--- src/rtl/universal_register_pkg.sv ---
// Shared Nano CPU operating-register definitions: op encodings used by the
// control unit, the register itself and its testbench.
package universal_register_pkg;

  typedef enum logic [2:0] {
    OP_HOLD = 3'b000,
    OP_LOAD = 3'b001,
    OP_CLR  = 3'b010,
    OP_SHL  = 3'b011,
    OP_SHR  = 3'b100,
    OP_ROL  = 3'b101,
    OP_INC  = 3'b110,
    OP_DEC  = 3'b111
  } op_e;

endpackage

--- src/rtl/universal_register.sv ---
// N-bit operating register: hold / load / clear / shift / rotate / count in
// place, with a sticky registered carry-borrow-shift-out flag and a zero flag.
module universal_register
  import universal_register_pkg::*;
#(
  parameter int           N       = 8,
  parameter logic [N-1:0] RST_VAL = '0
) (
  input  logic         clk,
  input  logic         reset_n,
  input  logic         en,
  input  logic [2:0]   op,
  input  logic [N-1:0] d,
  input  logic         sin,
  output logic [N-1:0] q,
  output logic         cout,
  output logic         zero
);

  if (N < 2) begin : g_bad_width
    $error("universal_register: N must be at least 2");
  end

  localparam logic [N:0] ONE = (N+1)'(1);

  logic [N-1:0] next_q;
  logic         next_cout;
  logic [N:0]   inc_w;
  logic [N:0]   dec_w;

  // One extra bit on the counters: bit N is the carry for INC and the borrow
  // for DEC (0 - 1 sets every bit including bit N).
  assign inc_w = {1'b0, q} + ONE;
  assign dec_w = {1'b0, q} - ONE;

  // Next-state selection from the op; everything is based on the pre-edge q,
  // and HOLD / en = 0 leave cout untouched so it stays sticky.
  always_comb begin
    next_q    = q;
    next_cout = cout;
    if (en) begin
      case (op)
        OP_HOLD: begin
          next_q    = q;
          next_cout = cout;
        end
        OP_LOAD: begin
          next_q    = d;
          next_cout = 1'b0;
        end
        OP_CLR: begin
          next_q    = '0;
          next_cout = 1'b0;
        end
        OP_SHL: begin
          next_q    = {q[N-2:0], sin};
          next_cout = q[N-1];
        end
        OP_SHR: begin
          next_q    = {sin, q[N-1:1]};
          next_cout = q[0];
        end
        OP_ROL: begin
          next_q    = {q[N-2:0], q[N-1]};
          next_cout = q[N-1];
        end
        OP_INC: begin
          next_q    = inc_w[N-1:0];
          next_cout = inc_w[N];
        end
        OP_DEC: begin
          next_q    = dec_w[N-1:0];
          next_cout = dec_w[N];
        end
        default: begin
          next_q    = q;
          next_cout = cout;
        end
      endcase
    end
  end

  // State register; asynchronous reset wins over any op in flight.
  always_ff @(posedge clk or negedge reset_n) begin
    if (!reset_n) begin
      q    <= RST_VAL;
      cout <= 1'b0;
    end else begin
      q    <= next_q;
      cout <= next_cout;
    end
  end

  assign zero = ~|q;

endmodule
--- config.mk ---
export PLATFORM = sky130hd
export DESIGN_NAME = universal_register
export DESIGN_NICKNAME = d
export VERILOG_FILES = /design/src/rtl/universal_register_pkg.sv /design/src/rtl/universal_register.sv
export SDC_FILE = /design/constraint.sdc
export NUM_CORES = 1
export LEC_CHECK = 0
export CAP_MARGIN = 20
export CORE_MARGIN = 2
export CORE_UTILIZATION = 53
export DETAILED_ROUTE_END_ITERATION = 8
export GPL_TIMING_DRIVEN = 0
export PLACE_DENSITY = 0.95
export SYNTH_ARGS = -nofsm -noshare
export SYNTH_HDL_FRONTEND = slang
export SYNTH_SLANG_ARGS = --single-unit
--- constraint.sdc ---
create_clock -name clk -period 5.6 [get_ports clk]
set_clock_uncertainty 0.1 [all_clocks]
set_input_delay 1.68 -clock clk [delete_from_list [all_inputs] [get_ports clk]]
set_output_delay 1.68 -clock clk [all_outputs]
set_load 0.05 [all_outputs]
==> results.md, run 1 <==
- Status: finished clean
- Max Slew Vio Count: 0
- CP Buf/Inv Count: 2
- N_diodes: 0
- CTS buffer count: 3
- Core Box Area: about 0.0019 mm²
- Row cnt: 16
- Clock buffer depth: 2
- Ratio of cells with drive above 1 in the final layout: 11.8%
- Fin crit share: between 70% and 80%
- R2R cell count: 5
- First-pass GRT wire length: between 5 and 6 mm
- Largest cells by area after synthesis: dfrtp_1, clkbuf_8, a21oi_1
- Nets: between 150 and 200
- Vias in the first global route: between 1000 and 1500
- Die area: approximately 0.0024 mm²
- Root buffer cell: clkbuf_4
- Synthesized net count: between 150 and 200
- Crit path largest cell delay: between 800 and 900 ps
- Final setup vio count: 0
- Period minus WS final: between 4000 and 5000 ps
- Sequential area share after synthesis: about a fifth
- Worst endpoint required time: 3820 ps
- Crit-path leading delay family: buffers and inverters
- Routed vias: approximately 1200
- Hold path depth: 2
- Initial Utilization: between 50% and 60%
- Clock sink count: 9
- Avg Vias per Cell: between 6 and 7
- Startpoint Class: flop
- Area growth syn-to-layout: 26.9%
- Antenna violations before repair: 0
- Leakage: between 0.0005 and 0.0006 µW
- Drt drc: 0
- Antenna viol nets, final: 0
- Placer congestion estimate: about 0.93
- Reg2Reg Capture Point: q[7]$_DFFE_PN0P_
- Gate Count Post-Synth: around 130
- Pwr dens: around 250 mW/mm²
- Fin. Hold Viols: 0
- DR pass1 iterations: 4
- Post-DP HPWL: between 2 and 2.5 mm
- Worst Hold Class: flop to flop
- Worst Path Class, Setup: flop to output pin
- Most frequent cells after synthesis: a21oi_1, nand2_1, o21ai_0
- Setup Fix Bufs, Post-CTS: 0
- Reg2reg setup slack: between 3000 and 4000 ps
- # IOs: 25
- Critical path fanouts, max: 9
- Final Non-Filler Cells: ~190
- Crit path max-delay cell type: clkdlybuf4s50_1
- Hold buffer count at cts: 0
- Hold Path Origin: cout$_DFFE_PN0P_
- Ys Warns: 0
- # fillers: 152
- Max_slew headroom: about 36%
- #FFs+latches synth: 9
- Total GRT Usage: around a quarter
- H-Tree Depth: 1
- Max-Cap Viols: 0
- WL/cell: roughly 16 µm
- Worst-path clk slew: roughly 70 ps
- Worst Setup End Kind: output pin
- Placed insts: 184
- CTS tree: done
- Post-CTS Resized: 0
- Worst R2R Start: q[2]$_DFFE_PN0P_
- Area share of the largest cell type after synthesis: 20.9%
- Die width: approximately 50 µm
- Setup Total Neg Slack: 0 ps
- Routed WL: about 3.0 mm
- Cell taking the most area after synthesis: dfrtp_1
- Tightest Pin Transition: approximately 960 ps
- RSZ-0062 raised after global routing: false
- Achievable frequency: about 230 MHz
- DRT iter0 DRCs: 63
- Syn Area/Cell: between 8 and 9 µm²
- Post-synth EDFFs: 0
- Congestion Overflow GR: 0
- Unique masters post-synth: 42
- Main synth FF type: dfrtp_1
- Worst path cell trace: buf_6, or4_4, nor4b_4, clkdlybuf4s50_1
- Clock latency on the worst-skew pair: ~260 ps
- WP data arrival: roughly 2500 ps
- Area of the mapped netlist: 0.00108 mm²
- PortBufs: 23
- Worst vdd ir: 0.000178 V
- Die Span Y: between 40 and 50 µm
- Largest net degree at the start of global routing: 11
- Hold Path End: cout$_DFFE_PN0P_
- Ys async rst share: 100%
==> routing by layer <==
layer | share of wire (%) | wire length, µm | track usage [%]
met1 | 41 | 1220 | 35.6
met2 | 48 | 1440 | 43.2
met3 | 10 | 311 | 8.28
met4 | 1.2 | 36 | 3.81
met5 | 0 | 0 | 0
==> placed cells by master, fill, tap and decap left out, types with 4 or more instances in the layout <==
master / n
a21oi_1: 15
a311oi_1: 4
clkbuf_1: 4
clkbuf_4: 4
clkbuf_8: 6
clkdlybuf4s50_1: 23
dfrtp_1: 9
inv_1: 9
mux2i_1: 7
nand2_1: 15
o21ai_0: 11
o22ai_1: 4
or3_1: 7
==> state kept, by name, indices dropped and copies added, names as in the netlist <==
register and flops:
q 8, cout 1
==> cells by family after synthesis <==
| family | after synthesis | share of synthesized area, % |
|---|---|---|
| compound gates | 47 | 27.7 |
| simple gates | 44 | 25.1 |
| buf+inv | 22 | 15.1 |
| flops | 9 | 20.9 |
| mux | 7 | 6.50 |
| xor+xnor | 3 | 2.44 |
| fa+ha+maj | 2 | 2.32 |
==> layout make-up <==
type | count | area [µm²] | share of cell area [%]
Buffer | 13 | 129 | 9.42
Clock buffer | 4 | 26.3 | 1.92
Inverter | 9 | 33.8 | 2.47
Multi-Input combinational cell | 103 | 691 | 50.5
Sequential cell | 9 | 225 | 16.5
Tap cell | 27 | 33.8 | 2.47
Timing Repair Buffer | 23 | 230 | 16.8
==> how the worst max path moves through the flow <==
stage                     cells after the start        startpoint  slack [ps]  endpoint
after floorplan                               3  q[5]$_DFFE_PN0P_        1820      zero
after global placement                        4  q[5]$_DFFE_PN0P_        1620      zero
after detailed placement                      4  q[5]$_DFFE_PN0P_        1620      zero
after CTS                                     4  q[5]$_DFFE_PN0P_        1330      zero
after global routing                          4  q[5]$_DFFE_PN0P_        1250      zero
final                                         4  q[5]$_DFFE_PN0P_        1330      zero
==> tightest hold or removal path, stage by stage, from the launching register on <==
cell      delay (ps)
dfrtp_1          350
nand2_1           60
o211ai_2          70
==> power breakdown <==
group | leakage [µW] | internal, µW | switching, µW
Clock | 0.0000150 | 27.5 | 26.5
Combinational | 0.000424 | 79.8 | 117
Sequential | 0.000105 | 77.5 | 19.9
==> stage by stage <==
step	utilization (%)	cell area [µm²]	power [µW]	hold WS [ps]	setup slack, ps
4_1_cts	70.5	1370	346	427	1330
3_3_place_gp	69.1	1340	288	392	1620
2_1_floorplan	-	1080	233	705	1820
3_5_place_dp	69.1	1340	292	405	1620
6_report	70.5	1370	348	423	1330
5_1_grt	70.5	1370	372	448	1250
Power figures use the tool's default switching activity.
==> inputs of run 2 (changes only) <==
--- a/config.mk
+++ b/config.mk
@@ -7,10 +7,10 @@
 export LEC_CHECK = 0
 export CAP_MARGIN = 20
 export CORE_MARGIN = 2
-export CORE_UTILIZATION = 53
+export CORE_UTILIZATION = 50
 export DETAILED_ROUTE_END_ITERATION = 8
 export GPL_TIMING_DRIVEN = 0
-export PLACE_DENSITY = 0.95
+export PLACE_DENSITY = 0.91
 export SYNTH_ARGS = -nofsm -noshare
 export SYNTH_HDL_FRONTEND = slang
 export SYNTH_SLANG_ARGS = --single-unit
==> constraint.sdc (replaced) <==
create_clock -name clk -period 4.3 [get_ports clk]
set_clock_uncertainty 0.1 [all_clocks]
set_input_delay 1.29 -clock clk [delete_from_list [all_inputs] [get_ports clk]]
set_output_delay 1.29 -clock clk [all_outputs]
set_load 0.05 [all_outputs]
==> run 2 against run 1 <==
  * Sequential share of layout area unchanged
  * Setup slack worse by 920 ps
  * Sequential power up 30%
  * Critical path type unchanged
  * Critical endpoint unchanged
==> results.md, run 2 (synthesis gave the netlist of run 1 again) <==
- CTS tree: done
- Achievable frequency: between 200 and 300 MHz
- Antenna violations before repair: 0 (unchanged)
- Startpoint Class: flop
- Fin. Hold Viols: 0 (unchanged)
- R2R cell count: 5 (unchanged)
- Regs by FF count: q (8), cout (1)
- DR pass1 iterations: 4 (unchanged)
- WP data arrival: 2500 ps (about the same)
- Top layer in use: met4
- Crit path max-delay cell type: clkdlybuf4s50_1
- Met2 wire len: 1.45 mm (+0.49%)
- Reg2reg setup slack: 2460 ps (-1280 ps)
- Period minus WS final: around 3900 ps
- Clock latency on the worst-skew pair: 270 ps (about the same)
- Status: finished clean
- N_diodes: 0 (unchanged)
- Leakage: 0.000544 µW (unchanged)
- Avg Vias per Cell: 6.27 (-0.92%)
- Hold buffer count at cts: 0 (unchanged)
- Setup Fix Bufs, Post-CTS: 0 (unchanged)
- Max Slew Vio Count: 0 (unchanged)
- Largest net degree at the start of global routing: 11 (unchanged)
- H-Tree Depth: 1 (unchanged)
- Setup Total Neg Slack: 0 ps (unchanged)
- Crit path largest cell delay: 840 ps (about the same)
- DRT met1 WL: 1.24 mm (+1.4%)
- Placer congestion estimate: 0.939 (+1.1%)
- Post-CTS Resized: 0 (unchanged)
- Worst vdd ir: 0.000204 V (+15%)
- Post-DP HPWL: 2.16 mm (+2.1%)
- Commonest non-fill, non-tap cell in the layout: clkdlybuf4s50_1
- Critical path fanouts, max: 9 (unchanged)
- # IOs: 25 (unchanged)
- Core Box Area: 0.00200 mm² (+3.1%)
- Hold path depth: 2 (unchanged)
- Worst-path clk slew: 70 ps (about the same)
- Fin crit share: between 90% and 100%
- WL/cell: 16.4 µm (+2.7%)
- Root buffer cell: clkbuf_4
- Worst Hold Class: flop to flop
- Final core utilization: 68.4% (-2.1 points)
- CP Buf/Inv Count: 2 (unchanged)
- # fillers: 171 (+13%)
- Max-Cap Viols: 0 (unchanged)
- Die area: 0.00254 mm² (+5.5%)
- Worst Path Class, Setup: flop to output pin
- Total stage count of the critical path: 4 (unchanged)
- Initial Utilization: 53.9% (-1.7 points)
- Worst Setup End Kind: output pin
- Worst endpoint required time: 2910 ps (-910 ps)
- Crit-path leading delay family: buffers and inverters
- Commonest cells after routing, fill and taps aside: clkdlybuf4s50_1, a21oi_1, nand2_1
- Antenna viol nets, final: 0 (unchanged)
- CTS buffer count: 3 (unchanged)
- Die Span Y: 50.4 µm (+2.7%)
- Nets: 179 (unchanged)
- Total GRT Usage: 26.3% (-0.47 points)
- PortBufs: 23 (unchanged)
- Reg with most FFs: q
- Largest register FFs: 8 (unchanged)
- Ratio of cells with drive above 1 in the final layout: 11.8% (unchanged)
- Tightest Pin Transition: 1110 ps (+155 ps)
- RSZ-0062 raised after global routing: false
- Clock sink count: 9 (unchanged)
- First-pass GRT wire length: 5.11 mm (+0.14%)
- Clock buffer depth: 2 (unchanged)
- Routed vias: 1179 (-0.92%)
- Congestion Overflow GR: 0 (unchanged)
- Routed WL: 3.09 mm (+2.7%)
- Pwr dens: 334 mW/mm² (+32%)
- Drt drc: 0 (unchanged)
- Final setup vio count: 0 (unchanged)
- Row cnt: 16 (unchanged)
- Area growth syn-to-layout: 26.9% (unchanged)
- Max_slew headroom: 25.1% (-10 points)
- DRT iter0 DRCs: 69 (+9.5%)
- Vias in the first global route: 1052 (-2.8%)
- Met3 WL post-DR: 331 µm (+6.4%)
- Die width: 50.4 µm (+2.7%)
- Worst path cell trace: buf_6, or4_4, nor4b_4, clkdlybuf4s50_1
-- run 2: cell counts in the layout (fill, tap and decap cells not counted) --
No cell type changed its count.
-- run 2: cell type report --
type	instances	area, µm²	area share (%)
sequential	9	225	16.5
tap	27	33.8	2.47
multi-input combinational	103	691	50.5
timing repair buffer	23	230	16.8
clock buffer	4	26.3	1.92
buffer	13	129	9.42
inverter	9	33.8	2.47
-- run 2: power by group --
group          total, µW  internal [µW]  leakage [µW]  switching [µW]
Sequential           127            101      0.000105            26.1
Clock               72.1           35.9     0.0000150            36.2
Combinational        259            104      0.000424             154
Total                458            241      0.000544             217
-- run 2: path summary, 6_finish.rpt --
| kind | startpoint | endpoint |
|---|---|---|
| max | q[5]$_DFFE_PN0P_ | zero |
| min | cout$_DFFE_PN0P_ | cout$_DFFE_PN0P_ |
| max reg2reg | q[5]$_DFFE_PN0P_ | cout$_DFFE_PN0P_ |
| min reg2reg | cout$_DFFE_PN0P_ | cout$_DFFE_PN0P_ |
| max in group asynchronous | reset_n | q[1]$_DFFE_PN0P_ |
| min in group asynchronous | reset_n | q[4]$_DFFE_PN0P_ |
-- run 2: routing by layer --
layer,global-route usage (%),up-vias
met2,42.8,76
met4,9.01,0
met3,2.98,13
met5,0,-
met1,35.9,535
li1,-,555
-- run 2: through the flow --
step | setup WS (ps) | instances | power (µW) | hold WS, ps | cell area (µm²)
after global placement | 710 | 184 | 376 | 389 | 1340
after global routing | 326 | 188 | 483 | 452 | 1370
after detailed placement | 718 | 184 | 383 | 386 | 1340
after CTS | 407 | 188 | 454 | 410 | 1370
after floorplan | 912 | 134 | 303 | 705 | 1080
final | 408 | 188 | 458 | 411 | 1370
-- run 2: tightest hold or removal path, cell delays in order (launching register included) --
cell and delay, ps:
dfrtp_1 350, nand2_1 60, o211ai_2 60
==> inputs of run 3 (changes only) <==
--- a/config.mk
+++ b/config.mk
@@ -6,11 +6,13 @@
 export NUM_CORES = 1
 export LEC_CHECK = 0
 export CAP_MARGIN = 20
+export CORE_ASPECT_RATIO = 1.1
 export CORE_MARGIN = 2
 export CORE_UTILIZATION = 50
 export DETAILED_ROUTE_END_ITERATION = 8
 export GPL_TIMING_DRIVEN = 0
-export PLACE_DENSITY = 0.91
+export MAX_ROUTING_LAYER = met4
+export PLACE_DENSITY = 0.83
 export SYNTH_ARGS = -nofsm -noshare
 export SYNTH_HDL_FRONTEND = slang
 export SYNTH_SLANG_ARGS = --single-unit
==> run 3 against run 2 <==
  * Non-clock buffer count is the same
  * Global-route usage rose by 4.1 points
  * Setup slack worse by 13 ps
  * Core utilization is 0.57 points lower
  * Clock-buffer cell count unchanged
  * Critical path depth unchanged
  * Sequential share of layout area barely moved
  * First-iteration DRC count down 5.8%
  * Clock power rose by 2%
  * Cell count increased by 0.53%
  * Die area is essentially flat
  * Critical endpoint unchanged
  * Highest routed layer unchanged
==> results.md, run 3 (synthesis gave the netlist of run 1 again) <==
- Status: finished clean
- Fin crit share: 90.8% (+0.29 points)
- Hold buffer count at cts: 0 (unchanged)
- Power share of the clock group: 16.0% (+0.2 points)
- Max-Cap Viols: 0 (unchanged)
- Final setup vio count: 0 (unchanged)
- Startpoint Class: flop
- Drt drc: 0 (unchanged)
- Antenna violations before repair: 0 (unchanged)
- Setup Fix Bufs, Post-CTS: 0 (unchanged)
- Clock latency on the worst-skew pair: 280 ps (about the same)
- Setup Total Neg Slack: 0 ps (unchanged)
- Met3 Use GR: 3.79% (+0.82 points)
- Critical path fanouts, max: 9 (unchanged)
- Worst vdd ir: 0.000271 V (+33%)
- Worst path cell trace: buf_6, or4_4, nor4b_4, clkdlybuf4s50_1
- Sw frac: 47.4% (+0.064 points)
- Nets: 179 (unchanged)
- Switching power: 217 µW (+0.25%)
- Crit-path leading delay family: buffers and inverters
- Die area: 0.00254 mm² (about the same)
- Regs by FF count: q (8), cout (1)
- N_diodes: 0 (unchanged)
- Design area: 0.00137 mm² (about the same)
- # IOs: 25 (unchanged)
- DR pass1 iterations: 6 (+2)
- Root buffer cell: clkbuf_4
- Leakage: 0.000544 µW (unchanged)
- Placer congestion estimate: 0.948 (+0.88%)
- Clock sink count: 9 (unchanged)
- Die width: 48.3 µm (-4.3%)
- Worst-path clk slew: 60 ps (about the same)
- RSZ-0062 raised after global routing: false
- Reg with most FFs: q
- Commonest cells after routing, fill and taps aside: clkdlybuf4s50_1, a21oi_1, nand2_1
- Ratio of cells with drive above 1 in the final layout: 11.8% (unchanged)
- Commonest non-fill, non-tap cell in the layout: clkdlybuf4s50_1
- Gr busiest metal: met2
- WL/cell: 17.0 µm (+3.4%)
- Period minus WS final: 3900 ps (+12.5 ps)
- Int Power: 241 µW (about the same)
- WP data arrival: 2510 ps (about the same)
- Routed WL: 3.21 mm (+4.0%)
- Achievable frequency: 256 MHz (-0.32%)
- Setup WS post-layout: 395 ps (-12.5 ps)
- Placed cell area: 0.00134 mm² (about the same)
- Initial Utilization: 53.4% (-0.50 points)
- Routed vias: 1212 (+2.8%)
- Clock buffer depth: 2 (unchanged)
- H-Tree Depth: 1 (unchanged)
- Total GRT Usage: 30.4% (+4.1 points)
- Worst Setup End Kind: output pin
- Worst endpoint required time: 2910 ps (about the same)
- Max Slew Vio Count: 0 (unchanged)
- Row cnt: 17 (+1)
- PortBufs: 23 (unchanged)
- Worst Hold Class: flop to flop
- Core Box Area: 0.00202 mm² (+0.94%)
- Antenna viol nets, final: 0 (unchanged)
- Fin. Hold Viols: 0 (unchanged)
- Vias in the first global route: 1093 (+3.9%)
- Post-CTS Resized: 0 (unchanged)
- Die Span Y: 52.7 µm (+4.5%)
- Avg Vias per Cell: 6.41 (+2.3%)
- CTS tree: done
- Crit path largest cell delay: 850 ps (about the same)
- Congestion Overflow GR: 0 (unchanged)
- CP Buf/Inv Count: 2 (unchanged)
- CTS buffer count: 3 (unchanged)
- Post-DP HPWL: 2.25 mm (+4.0%)
- Comb power frac: 56.5% (about the same)
- Grt met1 use: 40.2% (+4.3 points)
- First-pass GRT wire length: 5.24 mm (+2.7%)
- Pwr dens: 335 mW/mm² (about the same)
- Sequential share of power: 27.4% (-0.3 points)
- Crit path max-delay cell type: clkdlybuf4s50_1
- Max_slew headroom: 26.4% (+1.3 points)
- Tightest Pin Transition: 1090 ps (-19.3 ps)
- DRT iter0 DRCs: 65 (-5.8%)
- Largest net degree at the start of global routing: 11 (unchanged)
- Met2 Use GR: 46.1% (+3.3 points)
- Worst Path Class, Setup: flop to output pin
- Setup WS pre-CTS: 714 ps (-3.90 ps)
- Largest register FFs: 8 (unchanged)
- Area growth syn-to-layout: 27.0% (about the same)
## run 3: final timing paths
| check | from | to | slack [ps] | depth (start not counted) |
|---|---|---|---|---|
| worst max register to register | q[5]$_DFFE_PN0P_ | cout$_DFFE_PN0P_ | 2450 | 5 |
| worst min-delay path | cout$_DFFE_PN0P_ | cout$_DFFE_PN0P_ | 400 | 2 |
| max in group asynchronous | reset_n | cout$_DFFE_PN0P_ | 2540 | 1 |
| worst min register to register | cout$_DFFE_PN0P_ | cout$_DFFE_PN0P_ | 400 | 2 |
| min in group asynchronous | reset_n | q[3]$_DFFE_PN0P_ | 1220 | 1 |
| worst max-delay path | q[5]$_DFFE_PN0P_ | zero | 400 | 4 |
## run 3: worst register-to-register path, delay by kind of cell, from the launching register on
kind	cells	cell delay [ps]
buf+inv	1	140
compound gates	2	280
flops	1	390
simple gates	2	860
## run 3: area by class of cell
cell class	count	area, µm²
buffer	13	129
inverter	9	33.8
sequential	9	225
tap	28	35.0
timing repair buffer	23	230
fill	180	651
multi-input combinational	103	691
clock buffer	4	26.3
## run 3: per-stage QoR
step | std cells | utilization, % | hold WS, ps | total power (µW)
floorplan | 134 | - | 705 | 303
global placement | 185 | 66.5 | 385 | 378
detailed placement | 185 | 66.5 | 397 | 383
CTS | 189 | 67.8 | 412 | 456
global route | 189 | 67.8 | 433 | 491
finish | 189 | 67.8 | 404 | 458
## run 3: power groups by stage
stage	registers (µW)	clock network, µW	logic [µW]
final	126	73.5	259
after global routing	129	82.7	280
after CTS	125	74.0	257
after detailed placement	127	0	256
after global placement	126	0	252
after floorplan	180	0	124
## run 3: metal layers
layer / wire [µm] / up-vias / part of all wire [%]
li1: - / 555 / -
met1: 1380 / 582 / 43
met2: 1540 / 64 / 48
met3: 210 / 11 / 6.5
met4: 74 / 0 / 2.3
met5: 0 / - / 0
